### src/rtl/cpu_defs_pkg.sv
// Shared definitions for the multicycle MIPS-subset control path:
// opcode/funct constants, ALU op codes, mux-select codes, FSM state
// encodings, the control-word struct and the DECODE dispatch helper.
package cpu_defs_pkg;

  localparam int CPU_OP_W    = 6;
  localparam int CPU_ALUOP_W = 3;
  localparam int CPU_STATE_W = 4;

  // Primary opcodes (IR[31:26])
  localparam logic [CPU_OP_W-1:0] OP_RTYPE = 6'h00;
  localparam logic [CPU_OP_W-1:0] OP_J     = 6'h02;
  localparam logic [CPU_OP_W-1:0] OP_JAL   = 6'h03;
  localparam logic [CPU_OP_W-1:0] OP_BEQ   = 6'h04;
  localparam logic [CPU_OP_W-1:0] OP_BNE   = 6'h05;
  localparam logic [CPU_OP_W-1:0] OP_ADDI  = 6'h08;
  localparam logic [CPU_OP_W-1:0] OP_XORI  = 6'h0E;
  localparam logic [CPU_OP_W-1:0] OP_LW    = 6'h23;
  localparam logic [CPU_OP_W-1:0] OP_SW    = 6'h2B;

  // R-type function codes (IR[5:0])
  localparam logic [CPU_OP_W-1:0] FN_JR  = 6'h08;
  localparam logic [CPU_OP_W-1:0] FN_ADD = 6'h20;
  localparam logic [CPU_OP_W-1:0] FN_SUB = 6'h22;
  localparam logic [CPU_OP_W-1:0] FN_SLT = 6'h2A;

  typedef enum logic [CPU_ALUOP_W-1:0] {
    ALU_ADD = 3'd0,
    ALU_SUB = 3'd1,
    ALU_XOR = 3'd2,
    ALU_SLT = 3'd3
  } alu_op_e;

  // Register-file write address select
  localparam logic [1:0] REG_DST_RT = 2'd0;
  localparam logic [1:0] REG_DST_RD = 2'd1;
  localparam logic [1:0] REG_DST_RA = 2'd2;

  // Register-file write data select
  localparam logic [1:0] M2R_ALUOUT = 2'd0;
  localparam logic [1:0] M2R_MDR    = 2'd1;
  localparam logic [1:0] M2R_PC     = 2'd2;

  // ALU operand selects
  localparam logic       SRC_A_PC      = 1'b0;
  localparam logic       SRC_A_REG     = 1'b1;
  localparam logic [1:0] SRC_B_REG     = 2'd0;
  localparam logic [1:0] SRC_B_FOUR    = 2'd1;
  localparam logic [1:0] SRC_B_IMM     = 2'd2;
  localparam logic [1:0] SRC_B_IMM_SH2 = 2'd3;

  // Next-PC select
  localparam logic [1:0] PC_SRC_ALU    = 2'd0;
  localparam logic [1:0] PC_SRC_ALUOUT = 2'd1;
  localparam logic [1:0] PC_SRC_JUMP   = 2'd2;
  localparam logic [1:0] PC_SRC_REG    = 2'd3;

  typedef enum logic [CPU_STATE_W-1:0] {
    S_FETCH    = 4'd0,
    S_DECODE   = 4'd1,
    S_EXEC_MEM = 4'd2,
    S_MEM_RD   = 4'd3,
    S_WB_MEM   = 4'd4,
    S_MEM_WR   = 4'd5,
    S_EXEC_R   = 4'd6,
    S_WB_R     = 4'd7,
    S_EXEC_I   = 4'd8,
    S_WB_I     = 4'd9,
    S_EXEC_BR  = 4'd10,
    S_EXEC_J   = 4'd11,
    S_EXEC_JR  = 4'd12
  } state_e;

  typedef struct packed {
    logic       pc_we;
    logic       ir_we;
    logic       a_we;
    logic       b_we;
    logic       aluout_we;
    logic       mdr_we;
    logic       mem_we;
    logic       reg_we;
    logic [1:0] reg_dst;
    logic [1:0] mem_to_reg;
    logic       alu_src_a;
    logic [1:0] alu_src_b;
    alu_op_e    alu_op;
    logic [1:0] pc_src;
    logic       illegal;
  } ctrl_word_t;

  // State entered after DECODE; S_FETCH doubles as "undecodable".
  function automatic state_e dispatch_state(input logic [CPU_OP_W-1:0] opcode,
                                            input logic [CPU_OP_W-1:0] funct);
    state_e nxt;
    nxt = S_FETCH;
    case (opcode)
      OP_LW, OP_SW:     nxt = S_EXEC_MEM;
      OP_ADDI, OP_XORI: nxt = S_EXEC_I;
      OP_BEQ, OP_BNE:   nxt = S_EXEC_BR;
      OP_J, OP_JAL:     nxt = S_EXEC_J;
      OP_RTYPE: begin
        case (funct)
          FN_JR:                  nxt = S_EXEC_JR;
          FN_ADD, FN_SUB, FN_SLT: nxt = S_EXEC_R;
          default:                nxt = S_FETCH;
        endcase
      end
      default:          nxt = S_FETCH;
    endcase
    return nxt;
  endfunction

endpackage

### src/rtl/ctrl_decode.sv
// Purely combinational control-word decoder: state + opcode + funct + zero
// -> every enable and mux select of the multicycle datapath.
module ctrl_decode
  import cpu_defs_pkg::*;
(
  input  state_e                state,
  input  logic [CPU_OP_W-1:0]   opcode,
  input  logic [CPU_OP_W-1:0]   funct,
  input  logic                  zero,
  output ctrl_word_t            cw
);

  // Moore decode per state; only EXEC_BR looks at zero/opcode for pc_we.
  always_comb begin
    cw = '0;
    case (state)
      S_FETCH: begin
        cw.ir_we     = 1'b1;
        cw.pc_we     = 1'b1;
        cw.alu_src_a = SRC_A_PC;
        cw.alu_src_b = SRC_B_FOUR;
        cw.alu_op    = ALU_ADD;
        cw.pc_src    = PC_SRC_ALU;
      end
      S_DECODE: begin
        if (dispatch_state(opcode, funct) == S_FETCH) begin
          cw.illegal = 1'b1;
        end else begin
          // Operand capture plus speculative branch target into ALUOut.
          cw.a_we      = 1'b1;
          cw.b_we      = 1'b1;
          cw.aluout_we = 1'b1;
          cw.alu_src_a = SRC_A_PC;
          cw.alu_src_b = SRC_B_IMM_SH2;
          cw.alu_op    = ALU_ADD;
        end
      end
      S_EXEC_MEM: begin
        cw.alu_src_a = SRC_A_REG;
        cw.alu_src_b = SRC_B_IMM;
        cw.alu_op    = ALU_ADD;
        cw.aluout_we = 1'b1;
      end
      S_MEM_RD: cw.mdr_we = 1'b1;
      S_WB_MEM: begin
        cw.reg_we     = 1'b1;
        cw.reg_dst    = REG_DST_RT;
        cw.mem_to_reg = M2R_MDR;
      end
      S_MEM_WR: cw.mem_we = 1'b1;
      S_EXEC_R: begin
        cw.alu_src_a = SRC_A_REG;
        cw.alu_src_b = SRC_B_REG;
        cw.aluout_we = 1'b1;
        case (funct)
          FN_SUB:  cw.alu_op = ALU_SUB;
          FN_SLT:  cw.alu_op = ALU_SLT;
          default: cw.alu_op = ALU_ADD;
        endcase
      end
      S_WB_R: begin
        cw.reg_we     = 1'b1;
        cw.reg_dst    = REG_DST_RD;
        cw.mem_to_reg = M2R_ALUOUT;
      end
      S_EXEC_I: begin
        cw.alu_src_a = SRC_A_REG;
        cw.alu_src_b = SRC_B_IMM;
        cw.alu_op    = (opcode == OP_XORI) ? ALU_XOR : ALU_ADD;
        cw.aluout_we = 1'b1;
      end
      S_WB_I: begin
        cw.reg_we     = 1'b1;
        cw.reg_dst    = REG_DST_RT;
        cw.mem_to_reg = M2R_ALUOUT;
      end
      S_EXEC_BR: begin
        cw.alu_src_a = SRC_A_REG;
        cw.alu_src_b = SRC_B_REG;
        cw.alu_op    = ALU_SUB;
        cw.pc_src    = PC_SRC_ALUOUT;
        cw.pc_we     = ((opcode == OP_BEQ) &&  zero) ||
                       ((opcode == OP_BNE) && !zero);
      end
      S_EXEC_J: begin
        cw.pc_we  = 1'b1;
        cw.pc_src = PC_SRC_JUMP;
        if (opcode == OP_JAL) begin
          cw.reg_we     = 1'b1;
          cw.reg_dst    = REG_DST_RA;
          cw.mem_to_reg = M2R_PC;
        end
      end
      S_EXEC_JR: begin
        cw.pc_we  = 1'b1;
        cw.pc_src = PC_SRC_REG;
      end
      default: cw = '0;
    endcase
  end

endmodule

### src/rtl/multicycle_control_fsm.sv
// Main control FSM of the multicycle MIPS-subset CPU. Holds the state
// register and next-state logic; the control word comes from ctrl_decode.
// Define CTRL_PERF_CNT_EN to add the 32-bit cycle_cnt/instr_cnt outputs.
module multicycle_control_fsm
  import cpu_defs_pkg::*;
#(
  parameter int OP_W    = 6,
  parameter int ALUOP_W = 3,
  parameter int STATE_W = 4
) (
  input  logic               clk,
  input  logic               reset,
  input  logic [OP_W-1:0]    opcode,
  input  logic [OP_W-1:0]    funct,
  input  logic               zero,
  output logic               pc_we,
  output logic               ir_we,
  output logic               a_we,
  output logic               b_we,
  output logic               aluout_we,
  output logic               mdr_we,
  output logic               mem_we,
  output logic               reg_we,
  output logic [1:0]         reg_dst,
  output logic [1:0]         mem_to_reg,
  output logic               alu_src_a,
  output logic [1:0]         alu_src_b,
  output logic [ALUOP_W-1:0] alu_op,
  output logic [1:0]         pc_src,
  output logic               illegal,
`ifdef CTRL_PERF_CNT_EN
  output logic [31:0]        cycle_cnt,
  output logic [31:0]        instr_cnt,
`endif
  output logic [STATE_W-1:0] state
);

  state_e     state_q, state_d;
  ctrl_word_t cw_raw, cw_out;

  ctrl_decode u_ctrl_decode (
    .state  (state_q),
    .opcode (opcode),
    .funct  (funct),
    .zero   (zero),
    .cw     (cw_raw)
  );

  // Next-state sequencing; unused encodings fall back to FETCH.
  always_comb begin
    state_d = S_FETCH;
    case (state_q)
      S_FETCH:    state_d = S_DECODE;
      S_DECODE:   state_d = dispatch_state(opcode, funct);
      S_EXEC_MEM: state_d = (opcode == OP_LW) ? S_MEM_RD : S_MEM_WR;
      S_MEM_RD:   state_d = S_WB_MEM;
      S_EXEC_R:   state_d = S_WB_R;
      S_EXEC_I:   state_d = S_WB_I;
      default:    state_d = S_FETCH;
    endcase
  end

  // State register with synchronous reset to FETCH.
  always_ff @(posedge clk) begin
    if (reset) state_q <= S_FETCH;
    else       state_q <= state_d;
  end

  // Reset squashes the whole control word so an abandoned instruction
  // cannot commit a write in the cycle reset rises.
  always_comb begin
    cw_out = cw_raw;
    if (reset) cw_out = '0;
  end

  assign pc_we      = cw_out.pc_we;
  assign ir_we      = cw_out.ir_we;
  assign a_we       = cw_out.a_we;
  assign b_we       = cw_out.b_we;
  assign aluout_we  = cw_out.aluout_we;
  assign mdr_we     = cw_out.mdr_we;
  assign mem_we     = cw_out.mem_we;
  assign reg_we     = cw_out.reg_we;
  assign reg_dst    = cw_out.reg_dst;
  assign mem_to_reg = cw_out.mem_to_reg;
  assign alu_src_a  = cw_out.alu_src_a;
  assign alu_src_b  = cw_out.alu_src_b;
  assign alu_op     = ALUOP_W'(cw_out.alu_op);
  assign pc_src     = cw_out.pc_src;
  assign illegal    = cw_out.illegal;
  assign state      = STATE_W'(state_q);

`ifdef CTRL_PERF_CNT_EN
  logic [31:0] cycle_cnt_q, cycle_cnt_d;
  logic [31:0] instr_cnt_q, instr_cnt_d;

  // FETCH always advances to DECODE outside reset, so FETCH marks a new instruction.
  always_comb begin
    cycle_cnt_d = cycle_cnt_q + 32'd1;
    instr_cnt_d = instr_cnt_q + ((state_q == S_FETCH) ? 32'd1 : 32'd0);
  end

  // Free-running wrap-around counters, cleared by reset.
  always_ff @(posedge clk) begin
    if (reset) begin
      cycle_cnt_q <= '0;
      instr_cnt_q <= '0;
    end else begin
      cycle_cnt_q <= cycle_cnt_d;
      instr_cnt_q <= instr_cnt_d;
    end
  end

  assign cycle_cnt = cycle_cnt_q;
  assign instr_cnt = instr_cnt_q;
`endif

endmodule

### config.mk
export PLATFORM = sky130hd
export DESIGN_NAME = multicycle_control_fsm
export DESIGN_NICKNAME = d
export VERILOG_FILES = /design/src/rtl/cpu_defs_pkg.sv /design/src/rtl/ctrl_decode.sv /design/src/rtl/multicycle_control_fsm.sv
export SDC_FILE = /design/constraint.sdc
export NUM_CORES = 1
export LEC_CHECK = 0
export ABC_AREA = 1
export BUFFER_PORTS_ARGS = -buffer_cell sky130_fd_sc_hd__buf_2
export CORE_ASPECT_RATIO = 1.2
export CORE_MARGIN = 2
export CORE_UTILIZATION = 33
export DETAILED_ROUTE_END_ITERATION = 12
export GPL_TIMING_DRIVEN = 1
export MAX_ROUTING_LAYER = met4
export PLACE_DENSITY_LB_ADDON = 0.05
export SLEW_MARGIN = 0
export SYNTH_ARGS = -nofsm -noshare
export SYNTH_HDL_FRONTEND = slang
export SYNTH_SLANG_ARGS = --single-unit
### constraint.sdc
create_clock -name clk -period 1 [get_ports clk]
set_input_delay 0.1 -clock clk [delete_from_list [all_inputs] [get_ports clk]]
set_output_delay 0.1 -clock clk [all_outputs]
set_load 0.02 [all_outputs]
# == Yosys cells after proc, flatten, opt, wreduce, memory -nomap -nowiden ==
# Cells that the tools add are included.
# word_totals
in_bits,15
word_cells,61
memories,0
out_inout_bits,25
regBits,4
latchBits,0
rom_bits,0
ramBits,0
# classes
n_mux,22
n_addsub,0
n_mul,0
eq_ne,24
n_div,0
n_lt_le_gt_ge,0
n_shift,0
bitwise,0
n_reduce_logical,14
# op_table
cell,count
6-bit one-hot mux with 6 select lines,1
6-bit == test (second input constant),5
4-bit one-hot mux with 6 select lines,1
21-bit two-way mux,1
4-bit == test (second input constant),5
4-bit one-hot mux with 5 select lines,1
5-bit one-hot mux with 4 select lines,1
6-bit by 4-bit == test with 1-bit output (second input constant),3
4-bit by 3-bit == test with 1-bit output (second input constant),4
6-bit by 2-bit == test with 1-bit output (second input constant),2
6-bit by 3-bit == test with 1-bit output (second input constant),2
5-bit two-way mux,2
3-bit OR reduction,3
4-bit by 2-bit == test with 1-bit output (second input constant),2
4-bit logical NOT,2
4-bit one-hot mux with 2 select lines,1
2-bit OR reduction,4
6-bit logical NOT,1
3-bit two-way mux,2
2-bit one-hot mux with 3 select lines,1
1-bit two-way mux,5
4-bit by 1-bit == test with 1-bit output (second input constant),1
2-bit two-way mux,2
4-bit two-way mux,1
other kinds (5),7

# == Logic depth before layout (Yosys ltp) ==
# Gate-level depths: netlist of the first run.
# logic_depth
ltp_word,9
ltp_mapped,11

# == Cells and area by module ==
# A second synthesis of the first run with hierarchy kept.
# unflattened
hier_cells,215
hier_area_um2,1026.0
# by_module_without_submodules
module,area_each_um2,n_inst,cells_each
multicycle_control_fsm,564.3,1,113
ctrl_decode,461.7,1,102

# == Least setup slack after synthesis of the first run ==
# No wires, ideal clock.
# synth_path
kind,register to output
startpoint,"register state_q[2], in the netlist state[2]"
endpoint,output port reg_we
t_arrival_ns,1.753
setup_slack_ns,-0.853
t_required_ns,0.900
stages_incl_launch_ff,7
path_cell_list,dfxtp_1 inv_1 nor2_1 inv_2 nor4_1 a21oi_1 o21ai_0
# synth_via
elab_chain_len,3
word_cells_on_any_way,6
classes_between,4 x eq/ne; 2 x mux
# synth_lines
element,line_no,text
start: declaration,multicycle_control_fsm.sv:38,"state_e state_q, state_d;"
start signal: assignment,multicycle_control_fsm.sv:66,else state_q <= state_d;
4-bit == test / 4-bit by 3-bit == test with 1-bit output (equally long branches),ctrl_decode.sv:16,case (state)
5-bit one-hot mux with 4 select lines (*),ctrl_decode.sv:16,
21-bit two-way mux (*),multicycle_control_fsm.sv:73,if (reset) cw_out = '0;
end: declaration,multicycle_control_fsm.sv:23,"output logic reg_we,"
# Mark *: on every way between the ends. The rest lies on a longest branch, timed or not.

# == Final worst setup path of the first run ==
# layout_path
startpoint,"register state_q[2], in the netlist state[2]"
endpoint,output port alu_op[1]
# layout_via
elab_chain_len,3
word_cells_on_any_way,8
classes_between,5 x eq/ne; 2 x mux; 1 x reduce/logical
# layout_lines
element,line_no,text
4-bit == test (tied with other cells),ctrl_decode.sv:16,
6-bit one-hot mux with 6 select lines (*),ctrl_decode.sv:16,
21-bit two-way mux (*),multicycle_control_fsm.sv:73,
end: declaration,multicycle_control_fsm.sv:28,"output logic [ALUOP_W-1:0] alu_op,"
# Marks and branches as above.

==> metrics.txt, run 1 <==
status=finished with violations; violated checks=setup timing; post-layout min period=1.63 ns; initial antenna violation count=0; # hold bufs at CTS=0; setup slack after layout=-0.631 ns; mean routed wirelength per cell=roughly 12 um; CTS tree=yes; post-route ant nets=0; DIE WIDTH=just under 50 um; Yosys warnings=0; All-Layer GR Usage=0.221; Placed Cells=230; initial core utilization=0.340; Starting DRT DRC Count=17; Post-Layout Cell Count=between 200 and 250; Hold Crit Class=input port to register; Clock Path Buffers=2; largest net degree at the start of global routing=13; Pwr Density=between 500 and 600 nW/um2; drt total wl=2.93 mm; input/output buffers=38; RSZ-0062 raised after global routing=yes; Root Buffer=clkbuf_4; via-per-instance ratio=between 4 and 5; post-route setup TNS=-11.14 ns; residual DRC count=0; H-tree Lvls=1; max reg flops=4; clk slew on worst S/H paths=approximately 0.040 ns; Post-synth EDFFs=0; Seq/Total Area, Yosys=0.104; critical path endpoint category=output pin; DP HPWL=2.08 mm; Critical Path RT=approximately 0.9 ns; skew final=around 0.0026 ns; die area=around 2700 um2; FF-to-FF setup slack=-0.38 ns; FMAX=between 600 and 700 MHz; crit path max fanout=4; layout cells sized above 1=0.678; Final Hold Fails=0; VDD IR max=~0.33 mV; synthesized cell area=between 700 and 800 um2; Leak=0.798 nW; ys async rst share=0; Post-Synthesis Cells=roughly 140; final setup fails=24; clk sink count=4; Placeable Area=2260 um2; die height=about 57 um; Distinct cells, synth=29; Setup crit start kind=register; IO Pins=40; ANT cells=0; hold slack=approximately 0.35 ns; DR pass1 iterations=4; CTS buffer count=3; #FFs+latches synth=4; worst setup path category=register to output pin; gr ovfl total=0; Final period util=1.63; vias in the first global route=around 1100; Top FF cell, synth=dfxtp_1; final slew viol count=0; area grow syn2layout=113%; # rows=19; gpl congestion=around 0.90; Avg Inst Size Synth=between 5 and 6 um2; first-pass GRT wire length=between 4 and 5 mm; Nets=about 230; Mapped Nets=151; Place WS=-0.351 ns; critical path arrival=approximately 1.5 ns; routed vias=about 1200; worst skew pair latency=0.23 ns; max-cap violations=0
[power by group]
group	leakage (nW)	switching, mW	internal (mW)
Combinational	0.749	0.275	0.248
Sequential	0.0355	0.0129	0.161
Clock	0.0138	0.0621	0.134
[cells by family (layout without fill, tap and decap cells)]
group                  Yosys count  in the layout  synth area share
AO/OA/AOI/OAI                   22             22             0.186
buffers and inverters           29            104             0.160
flip-flops                       4              4             0.104
other                            1              1           0.00489
AND/OR/NAND/NOR                 80             80             0.545
[cells in the final DEF, fill, tap and decap left out, drive strengths merged]
cell / synthesis / final
o21a: 1 / 1
clkbuf: 0 / 3
nor2: 40 / 40
buf: 6 / 78
o21ai: 7 / 7
clkinv: 0 / 1
nor4: 1 / 1
a41o: 1 / 1
conb: 1 / 1
inv: 23 / 22
nor3: 5 / 5
o211ai: 1 / 1
nand3b: 1 / 1
dfxtp: 4 / 4
o22a: 1 / 1
a31oi: 2 / 2
a21oi: 9 / 9
nand2: 22 / 22
nand3: 11 / 11
[critical path, stage by stage, from the launching register on]
cell and delay [ns]:
dfxtp_4 0.36, nor2_4 0.15, clkinv_4 0.09, buf_4 0.14, nor3_1 0.24, o22a_4 0.21
buf_6 0.11
[final cells by class]
class / instances / area, um2
inverter: 23 / 101
clock buffer: 3 / 22.5
sequential: 4 / 95.1
multi-input combinational: 103 / 743
tap: 31 / 38.8
fill: 188 / 624
timing repair buffer: 78 / 633
[cell usage after synthesis, types with 4 or more instances]
cell type	n	area [um2]
a21oi_1	6	30.0
o21ai_0	5	25.0
dfxtp_1	4	80.1
nand2_1	14	52.6
nor2_2	7	43.8
nor2_1	29	109
nor3_1	5	25.0
inv_2	6	22.5
inv_1	17	63.8
nand2_2	6	37.5
nand3_1	10	50.1
[final timing paths]
check,from,to,cells after the start
max reg2reg,state[2],state[2],8
min,reset,state[3],3
min reg2reg,state[0],state[3],4
max,state[2],alu_op[1],6
[metrics by stage]
stage	cell area [um2]	total power, mW	util
3_3_place_gp	1300	0.561	0.577
4_1_cts	1510	0.859	0.670
2_1_floorplan	890	0.398	-
5_1_grt	1630	0.946	0.724
3_5_place_dp	1300	0.567	0.577
6_report	1630	0.893	0.724
[what timing repair did]
item / in CTS / in global routing
endpoints found under the setup margin: 24 / 25
endpoints found under the hold margin: 0 / 0
resized for setup: 49 / 21
pin swaps: 18 / 15
buffers inserted: 7 / 6
[layer usage]
| layer | vias up | wire length, um | GRT usage |
|---|---|---|---|
| li1 | 585 | - | - |
| met1 | 532 | 1080 | 0.225 |
| met2 | 30 | 1720 | 0.410 |
| met3 | 6 | 65 | 0.0193 |
| met4 | 0 | 57 | 0.0734 |
| met5 | - | 0 | - |
No activity file was read; power rests on OpenSTA's default activity.
==> inputs of run 2 (changes only) <==
ABC_AREA = not set   (was 1)
CORE_UTILIZATION = 39   (was 33)
==> run 2 against run 1 <==
Effect of this change:
- the flow now stops in 4_1_cts
- area after synthesis fell by 9.0%
- synthesized cell count fell by 19%
==> metrics.txt, run 2 <==
status=did not finish; Stop stage=4_1_cts; first error=[ERROR DPL-0038] Utilization greater than 100%, impossible to legalize; #FFs+latches synth=4; Mapped Nets=between 100 and 150; DIE WIDTH=~43 um; IO Pins=40; CTS buffer count=3; top post-synthesis cells by area=dfxtp_1 (11%), a21oi_1 (8.6%), o21ai_0 (6.5%); clk sink count=4; cell taking the most area after synthesis=dfxtp_1; Yosys warnings=0; Top FF cell, synth=dfxtp_1; H-tree Lvls=1; Clock Path Buffers=2; Avg Inst Size Synth=6.35 um2; initial core utilization=0.420; gpl congestion=a little over 0.9; # rows=16; # hold bufs at CTS=0; Post-Synthesis Cells=110; Yosys top cell area share=0.115; Seq/Total Area, Yosys=0.115; Post-synth EDFFs=0; input/output buffers=38; number of gates resized after cts=65; Synth top cells by count=a21oi_1 (12), nor2_1 (12), nand2_1 (9), o21ai_0 (9); Distinct cells, synth=40; DP HPWL=about 2.4 mm; setup bufs post-CTS=11; synthesized cell area=698 um2; ys async rst share=0; die height=approximately 50 um; Root Buffer=clkbuf_4
[run 2: per-stage QoR]
| stage | setup WS, ns | instance area (um2) | util | hold slack (ns) | cells |
|---|---|---|---|---|---|
| after global placement | -0.551 | 1410 | 0.846 | 0.557 | 200 |
| after floorplan | -0.408 | 958 | - | 0.274 | 110 |
| after detailed placement | -0.619 | 1410 | 0.846 | 0.559 | 200 |
[run 2: logic make-up after synthesis]
| kind of cell | synth area share |
|---|---|
| buffers and inverters | 0.0824 |
| AO/OA/AOI/OAI | 0.315 |
| AND/OR/NAND/NOR | 0.434 |
| other | 0.00537 |
| flip-flops | 0.115 |
| XOR/XNOR | 0.0484 |
==> inputs of run 3 (changes only) <==
CORE_AREA = 2 2 63 65   (was not set)
CORE_ASPECT_RATIO = not set   (was 1.2)
CORE_MARGIN = not set   (was 2)
CORE_UTILIZATION = not set   (was 39)
DIE_AREA = 0 0 65 67   (was not set)
MAX_ROUTING_LAYER = not set   (was met4)
PLACE_DENSITY_LB_ADDON = 0.15   (was 0.05)
clock period = 1.3 ns   (was 1 ns; I/O delays follow)
==> run 3 against run 2 <==
Effect of this change:
- the flow now finishes, with violations (setup timing)
- area after synthesis unchanged
- synthesized cell count unchanged
==> metrics.txt, run 3 <==
first-pass GRT wire length=~5.1 mm; Critical Path RT=about 1.2 ns; Hold Crit Class=input port to register; status=finished with violations; top post-synthesis cells by area=dfxtp_1 (11%), a21oi_1 (8.6%), o21ai_0 (6.5%); skew final=between 0.003 and 0.004 ns; area grow syn2layout=165%; hold path startpoint=opcode[5]; Root Buffer=clkbuf_8; Post-Synth Simple-Gate Area=0.434; setup slack after layout=-0.340 ns; Placeable Area=3610 um2; Worst Hold Path Cells=4; Compound-Gate Fraction of Synth Area=0.315; input/output buffers=38; Pwr Density=about 420 nW/um2; drt total wl=3.29 mm; XOR/XNOR share of the synthesized area=0.0484; RSZ-0062 raised after global routing=yes; Post-Synthesis Cells=110; Place WS=-0.368 ns; r2r worst-path depth=6; #FFs+latches synth=4; Top FF cell, synth=dfxtp_1; Starting DRT DRC Count=26; routed vias=around 1100; ys async rst share=0; post-route setup TNS=-4.90 ns; largest net degree at the start of global routing=11; Final period util=1.26; violated checks=setup timing; IO Pins=40; crit path max fanout=4; Hold EP=state[3]; post-layout min period=between 1.5 and 2 ns; die height=67 um; most common cell after layout, fill and taps aside=buf_4; Mapped Nets=between 100 and 150; worst setup path category=register to output pin; cell taking the most area after synthesis=dfxtp_1; DP HPWL=between 2 and 2.5 mm; residual DRC count=0; worst skew pair latency=between 0.2 and 0.25 ns; via-per-instance ratio=between 4 and 5; Yosys top cell area share=0.115; DIE WIDTH=65 um; Placed Area=1360 um2; Post-Synth Adder-Cell Area=0; gpl congestion=around 0.79; ANT cells=0; most frequent cells in the layout=buf_4 (49), buf_6 (26), buf_2 (15), a21oi_1 (8); Leak=0.789 nW; max-cap violations=0; Synth top cells by count=a21oi_1 (12), nor2_1 (12), nand2_1 (9), o21ai_0 (9); Avg Inst Size Synth=between 6 and 7 um2; Clock Path Buffers=2; Post-Layout Cell Count=between 200 and 250; synthesized cell area=698 um2; critical path endpoint category=output pin; FMAX=610 MHz; Setup crit start kind=register; die area=4360 um2; clk sink count=4; final setup fails=22; # rows=22; mux contribution to synthesized area=0; Finished Cell Area=about 1800 um2; Yosys warnings=0; clk slew on worst S/H paths=approximately 0.03 ns; max reg flops=4; gr ovfl total=0; Distinct cells, synth=40; r2r endpoint=state[3]; Nets=between 200 and 250; Placed Cells=229; Post-synth EDFFs=0; critical path arrival=~1.5 ns; VDD IR max=just under 0.2 mV; All-Layer GR Usage=0.150; mean routed wirelength per cell=between 10 and 15 um; layout cells sized above 1=0.741; final slew viol count=0; FF-to-FF setup slack=-0.17 ns; origin of the critical flop-to-flop path=state[2]; H-tree Lvls=1; CTS tree=yes; post-route ant nets=0; Seq/Total Area, Yosys=0.115; DR pass1 iterations=4; initial core utilization=0.194; initial antenna violation count=0; CTS buffer count=3; main combinational cell family by area after synthesis=simple AND/OR/NAND/NOR gates; Final Hold Fails=0; vias in the first global route=about 1100
[run 3: through the flow]
step,util,hold slack (ns),power (mW)
finish,0.513,0.387,0.783
global route,0.513,0.412,0.835
CTS,0.467,0.378,0.750
detailed placement,0.378,0.586,0.434
global placement,0.378,0.564,0.432
floorplan,-,0.304,0.286
[run 3: how the worst max path moves through the flow]
| stage | startpoint | slack [ns] | end | cells after the start |
|---|---|---|---|---|
| 2_1_floorplan | state[3] | -0.14 | alu_src_b[1] | 6 |
| 3_3_place_gp | opcode[0] | -0.34 | alu_src_b[0] | 7 |
| 3_5_place_dp | opcode[0] | -0.37 | alu_src_b[0] | 7 |
| 4_1_cts | state[2] | -0.37 | alu_op[1] | 6 |
| 5_1_grt | state[2] | -0.42 | alu_op[1] | 5 |
| 6_report | state[2] | -0.34 | mem_to_reg[1] | 7 |
[run 3: logic make-up (layout without fill, tap and decap cells)]
logic type             count (synthesis)  after routing
AND/OR/NAND/NOR                       56             56
AO/OA/AOI/OAI                         34             34
buffers and inverters                 12             99
flip-flops                             4              4
XOR/XNOR                               3              3
other                                  1              1
[run 3: routing by layer]
layer	global-route usage	vias to the layer above	part of all wire
met2	0.264	53	0.51
met1	0.187	511	0.41
li1	-	577	-
met4	0.0213	0	0.018
met5	0	-	0
met3	0.0389	8	0.063
[run 3: where the power goes]
| group | switching [mW] | internal (mW) |
|---|---|---|
| registers | 0.0121 | 0.125 |
| clock network | 0.0651 | 0.197 |
| logic | 0.192 | 0.192 |
| total | 0.269 | 0.513 |
[run 3: repair_timing]
| item | 4_1_cts | 5_1_grt |
|---|---|---|
| pin swaps | 10 | 15 |
| hold endpoints to repair | 0 | 0 |
| hold buffers | 0 | 0 |
| gates resized for setup | 57 | 35 |
| cloned | 0 | 0 |
| endpoints found under the setup margin | 23 | 23 |
| buffers inserted | 11 | 4 |
[run 3: critical path: stages, from the launching register on]
cell     delay, ns
dfxtp_2       0.33
buf_6         0.13
nor2b_4       0.12
buf_4         0.12
nand4_1       0.12
buf_4         0.18
nor3_4        0.15
buf_6         0.15
[run 3: layout make-up]
type	count	area (um2)
Clock buffer	3	41.3
Fill cell	348	1760
Inverter	4	17.5
Multi-Input combinational cell	94	867
Sequential cell	4	92.6
Tap cell	48	60.1
Timing Repair Buffer	92	771
